===== src/rtl/sysbus_mem_responder.sv =====
// System-bus slave with a 2**ADDR_BITS x 16 RAM behind an ALE/nME/nOE/nWE strobe protocol.
// Optional write protection of word addresses 0..15: define SYSBUS_MEM_RESPONDER_WPROT_EN.
module sysbus_mem_responder #(
  parameter logic [15:0] ADDR_BASE = 16'h0000,
  parameter int          ADDR_BITS = 8
) (
  input  logic        Clock,
  input  logic        Reset,
  input  logic [15:0] SysBusIn,
  output logic [15:0] SysBusOut,
  output logic        SysBusOe,
  input  logic        ALE,
  input  logic        nME,
  input  logic        nOE,
  input  logic        nWE,
  output logic        Sel,
  output logic        ProtErr
);
  typedef enum logic [1:0] {IDLE, ADDR, READ, WRITE} state_t;

  state_t               state, next_state;
  logic [ADDR_BITS-1:0] addr_reg;
  logic [15:0]          mem [2**ADDR_BITS];
  logic                 hit, wr_prot, wr_go, rd_start, ram_we;

  // Only the word index is kept; the upper address bits matter solely for decode at ALE.
  assign hit    = (SysBusIn >> ADDR_BITS) == (ADDR_BASE >> ADDR_BITS);
  assign ram_we = wr_go && !wr_prot;

  always_ff @(posedge Clock or posedge Reset)
    if (Reset) state <= IDLE;
    else       state <= next_state;

  always_comb begin
    next_state = state;
    wr_go      = 1'b0;
    rd_start   = 1'b0;
    if (ALE) next_state = ADDR;
    else begin
      case (state)
        IDLE:  next_state = IDLE;
        // nWE wins over nOE so a simultaneous nOE/nWE is a write and never drives the bus.
        ADDR: if (Sel && !nME) begin
          if (!nWE) begin
            next_state = WRITE;
            wr_go      = 1'b1;
          end else if (!nOE) begin
            next_state = READ;
            rd_start   = 1'b1;
          end
        end
        READ:  if (nME) next_state = IDLE;
        WRITE: if (nME) next_state = IDLE;
      endcase
    end
  end

  always_ff @(posedge Clock or posedge Reset)
    if (Reset) begin
      addr_reg  <= '0;
      SysBusOut <= 16'h0000;
      SysBusOe  <= 1'b0;
      Sel       <= 1'b0;
    end else if (ALE) begin
      addr_reg <= SysBusIn[ADDR_BITS-1:0];
      Sel      <= hit;
      SysBusOe <= 1'b0;
    end else if (rd_start) begin
      SysBusOut <= mem[addr_reg];
      SysBusOe  <= 1'b1;
    end else if (state == READ && nME) begin
      SysBusOe <= 1'b0;
    end

  always_ff @(posedge Clock)
    if (ram_we) mem[addr_reg] <= SysBusIn;

`ifdef SYSBUS_MEM_RESPONDER_WPROT_EN
  logic prot_err;
  assign wr_prot = (addr_reg >> 4) == '0;
  assign ProtErr = prot_err;

  // Sticky until the next address phase.
  always_ff @(posedge Clock or posedge Reset)
    if (Reset)                 prot_err <= 1'b0;
    else if (ALE)              prot_err <= 1'b0;
    else if (wr_go && wr_prot) prot_err <= 1'b1;
`else
  assign wr_prot = 1'b0;
  assign ProtErr = 1'b0;
`endif
endmodule


===== config.mk =====
export PLATFORM = sky130hd
export DESIGN_NAME = sysbus_mem_responder
export DESIGN_NICKNAME = d
export VERILOG_FILES = /design/src/rtl/sysbus_mem_responder.sv
export SDC_FILE = /design/constraint.sdc
export NUM_CORES = 2
export LEC_CHECK = 0
export CELL_PAD_IN_SITES_DETAIL_PLACEMENT = 1
export CELL_PAD_IN_SITES_GLOBAL_PLACEMENT = 1
export CORE_ASPECT_RATIO = 0.5
export CORE_MARGIN = 3
export CORE_UTILIZATION = 32
export DETAILED_ROUTE_END_ITERATION = 8
export PLACE_DENSITY_LB_ADDON = 0.1
export SYNTH_ARGS = -nofsm -noshare
export SYNTH_HDL_FRONTEND = slang
export SYNTH_SLANG_ARGS = --single-unit

===== constraint.sdc =====
create_clock -name Clock -period 6.4 [get_ports Clock]
set_clock_uncertainty 0.2 [all_clocks]
set_input_delay 0.64 -clock Clock [delete_from_list [all_inputs] [get_ports Clock]]
set_output_delay 0.64 -clock Clock [all_outputs]
set_load 0.005 [all_outputs]

==> summary.txt <==
Worst setup path
  • Reg2Reg Depth: 9
  • CP Launch Type: register
  • R2R Path Start: addr_reg[3]
  • Cells along the critical path: buf_12 -> buf_12 -> mux4_2 -> mux2i_1 -> o32a_1 -> nand4_1 -> a21oi_1 -> a31oi_1 -> or3_1
  • Req. time, crit path: 7030 ps
  • Worst R2R Setup Slack: 690 ps
  • RR Endpoint: SysBusOut[14]
  • WP data arrival: 6340 ps
  • Most frequent CP cell: buf_12
  • CP Class: reg -> reg
  • CP max FO: 45
  • Max incr delay on CP: 940 ps
  • Crit path max-delay cell type: dfrtp_4
  • Critical path capture point type: register

Timing
  • Setup ws final: 689 ps
  • Slew Viols, Final: 8
  • Fin Hold WS: 61.8 ps
  • Final setup fails: 0
  • Fin. Hold Viols: 0
  • RSZ-0062 raised after global routing: no
  • F_max: 175 MHz
  • Worst-margin pin slew: 1520 ps
  • Period minus WS final: 5710 ps
  • Worst relative slew slack: -1.03%
  • Setup TNS: 0 ps
  • Period utilization: 89.2%

Detailed routing
  • DRC viols: 0
  • DR WL/cell: 37.2 µm
  • Initial drt markers: 10,700
  • Drt pass-1 iters: 5
  • Antenna Nets Post-Route: 0
  • Vias per cell: 5.44
  • Routed wire length: 547,000 µm
  • DR vias: 80,200

Yosys
  • Count of different cell masters after synthesis: 69
  • Ys async rst share: 0.679%
  • Ys flop type: edfxtp_1
  • Synth Area in Compound Gates: 2.61%
  • Yosys reg bits: 4,124
  • YS warnings: 0
  • Synth area leader: edfxtp_1
  • Post-synthesis adder-cell area fraction: 0%
  • Mean post-synth cell area: 21.9 µm²
  • Sequential-to-total area share from yosys stat: 78.1%
  • Post-synth EDFFs: 4,096
  • Xor/xnor share of the synthesized area: 0%
  • Main combinational cell family by area after synthesis: multiplexers
  • Synth area leaders: edfxtp_1, mux4_2, mux2i_1
  • Top cell type's share of synthesized area: 77.7%
  • Synthesized area: 158,000 µm²
  • Mapped Cells: 7,227
  • Simple-gate portion of the synthesized area: 2.22%
  • Post-synth net total: 7,249
  • Post-synthesis mux area share: 15.7%

Die
  • Effective utilization at floorplan: 32.3%
  • Die X: 1000 µm
  • Die ar.: 504,000 µm²
  • Die Y: 503 µm
  • Core Region: 490,000 µm²
  • Cell Rows: 181
  • Top-Level Pins: 41

Outcome
  • Status: finished with violations
  • Failing checks: capacitance limit, slew limit

Global route
  • Initial antenna violation count: 74
  • Largest net degree at the start of global routing: 160
  • First-pass GRT wire length: 740,000 µm
  • Total GRT Usage: 21.3%
  • Vias in the first global route: 81,100
  • GR Overflow Total: 0

Min path
  • Worst Hold Launch: SysBusIn[14]
  • Hold Crit Depth: 1
  • Hold Crit Endpoint: mem[100][14]
  • Min-Delay Path Class: in -> reg

Placement
  • IO Port Bufs: 39
  • GPL Wtd Cong: 0.807
  • Setup WS pre-CTS: 994 ps
  • HPWL after DPL: 339,000 µm

CTS
  • Number of buffers created by CTS: 404
  • Resized cells post-CTS: 0
  • TritonCTS Sinks: 4,124
  • Maximum root-to-sink buffer count: 4
  • Reg clk slew, reported paths: 60 ps
  • Worst-skew pair later-pin latency: 960 ps
  • CTS tree: yes
  • H-tree levels: 5
  • CTS root buf: clkbuf_16
  • Postcts setup bufs: 0

Job
  • Max Cap Viol: 1

Power
  • Leak: 56.2 nW
  • Logic pwr share: 8.1%
  • Worst vdd ir: 0.000214 V
  • P_sw: 0.0139 W
  • Clock group share of total power: 40.9%
  • Sequential Power Share: 51.1%
  • Int Power: 0.0444 W
  • Switching part of the total: 23.8%
  • Pwr/cell area: 318 nW/µm²

Cells and area
  • NumNets Final: 7,816
  • Layout cells sized above 1: 29.6%
  • Max FFs per register: 4,096
  • Area growth from synthesis to layout: 15.8%
  • Commonest cells after routing, fill and taps aside: edfxtp_1, mux4_2, buf_4
  • Commonest non-fill, non-tap cell in the layout: edfxtp_1
## critical path: cells and delay by family (launching register included)
| kind | cells | cell delay, ps |
|---|---|---|
| flops | 1 | 940 |
| buf+inv | 2 | 710 |
| simple gates | 2 | 1210 |
| compound gates | 3 | 1370 |
| mux | 2 | 950 |
## stage by stage
stage                     area (µm²)  total power, W  std cells  util (%)
after detailed placement      170000          0.0351      14000      34.8
final                         183000          0.0583      14700      37.4
after CTS                     183000          0.0590      14700      37.4
after global placement        170000          0.0351      14000      34.8
after global routing          183000          0.0602      14700      37.4
after floorplan               158000          0.0326       7227         -
## worst max-delay path by stage
| stage | from | end | slack (ps) | depth (start not counted) |
|---|---|---|---|---|
| 3_3_place_gp | addr_reg[0] | SysBusOut[14] | 470 | 9 |
| 5_1_grt | addr_reg[1] | SysBusOut[14] | 840 | 8 |
| 6_report | addr_reg[3] | SysBusOut[14] | 690 | 9 |
| 2_1_floorplan | addr_reg[0] | mem[117][0] | 2900 | 12 |
| 3_5_place_dp | addr_reg[1] | SysBusOut[14] | 990 | 8 |
| 4_1_cts | addr_reg[1] | SysBusOut[14] | 980 | 8 |
## Yosys cell counts (16+ instances only)
cell      number
nor2_1       326
nor4_1        16
buf_4         74
mux4_2       956
a32oi_1       54
edfxtp_1    4096
a21oi_1       70
a31oi_1       35
nor2b_1       16
nor3_1        32
mux2_2        43
o22a_1        22
mux2i_1      280
o211ai_1      19
o22ai_1       97
o21ai_0       55
a22oi_1      112
clkbuf_1     145
dfrtp_1       28
buf_2        154
a211oi_1      21
o221ai_1      25
nand2_1      276
nand3_1       72
buf_1         32
## cell families (layout without fill, tap and decap cells)
logic type,count (synthesis),count (layout)
flip-flops,4124,4124
multiplexers,1279,1279
AND/OR/NAND/NOR,810,810
AO/OA/AOI/OAI,587,587
buffers and inverters,426,1318
other,1,23
## layer usage
metal / vias to the layer above / track usage, % / wire length [µm]
met1: 45100 / 32.8 / 258000
met5: - / 0 / 13
li1: 31700 / - / -
met3: 583 / 4.03 / 38800
met2: 2751 / 31.8 / 239000
met4: 2 / 4.11 / 11400
## timing repair
item                                    in CTS  in global routing
endpoints found under the setup margin       0                  0
hold endpoints to repair                   552                  0
hold buffers                                14                  0
## cell type report
| cell class | instances | area [µm²] |
|---|---|---|
| fillers | 46600 | 306000 |
| diodes | 22 | 55.1 |
| well taps | 6588 | 8240 |
| flip-flops and latches | 4124 | 124000 |
| repair buffers | 577 | 5260 |
| clock buffers | 487 | 10500 |
| inverters | 10 | 50.0 |
| clock inverters | 244 | 2160 |
| multi-input cells | 2677 | 33300 |
## power groups by stage
stage | Sequential, W | Combinational (W) | Clock, W
floorplan | 0.0303 | 0.00233 | 0
global placement | 0.0304 | 0.00476 | 0
detailed placement | 0.0304 | 0.00477 | 0
CTS | 0.0298 | 0.00479 | 0.0244
global route | 0.0298 | 0.00495 | 0.0255
finish | 0.0298 | 0.00470 | 0.0238
No activity file was read; power rests on OpenSTA's default activity.
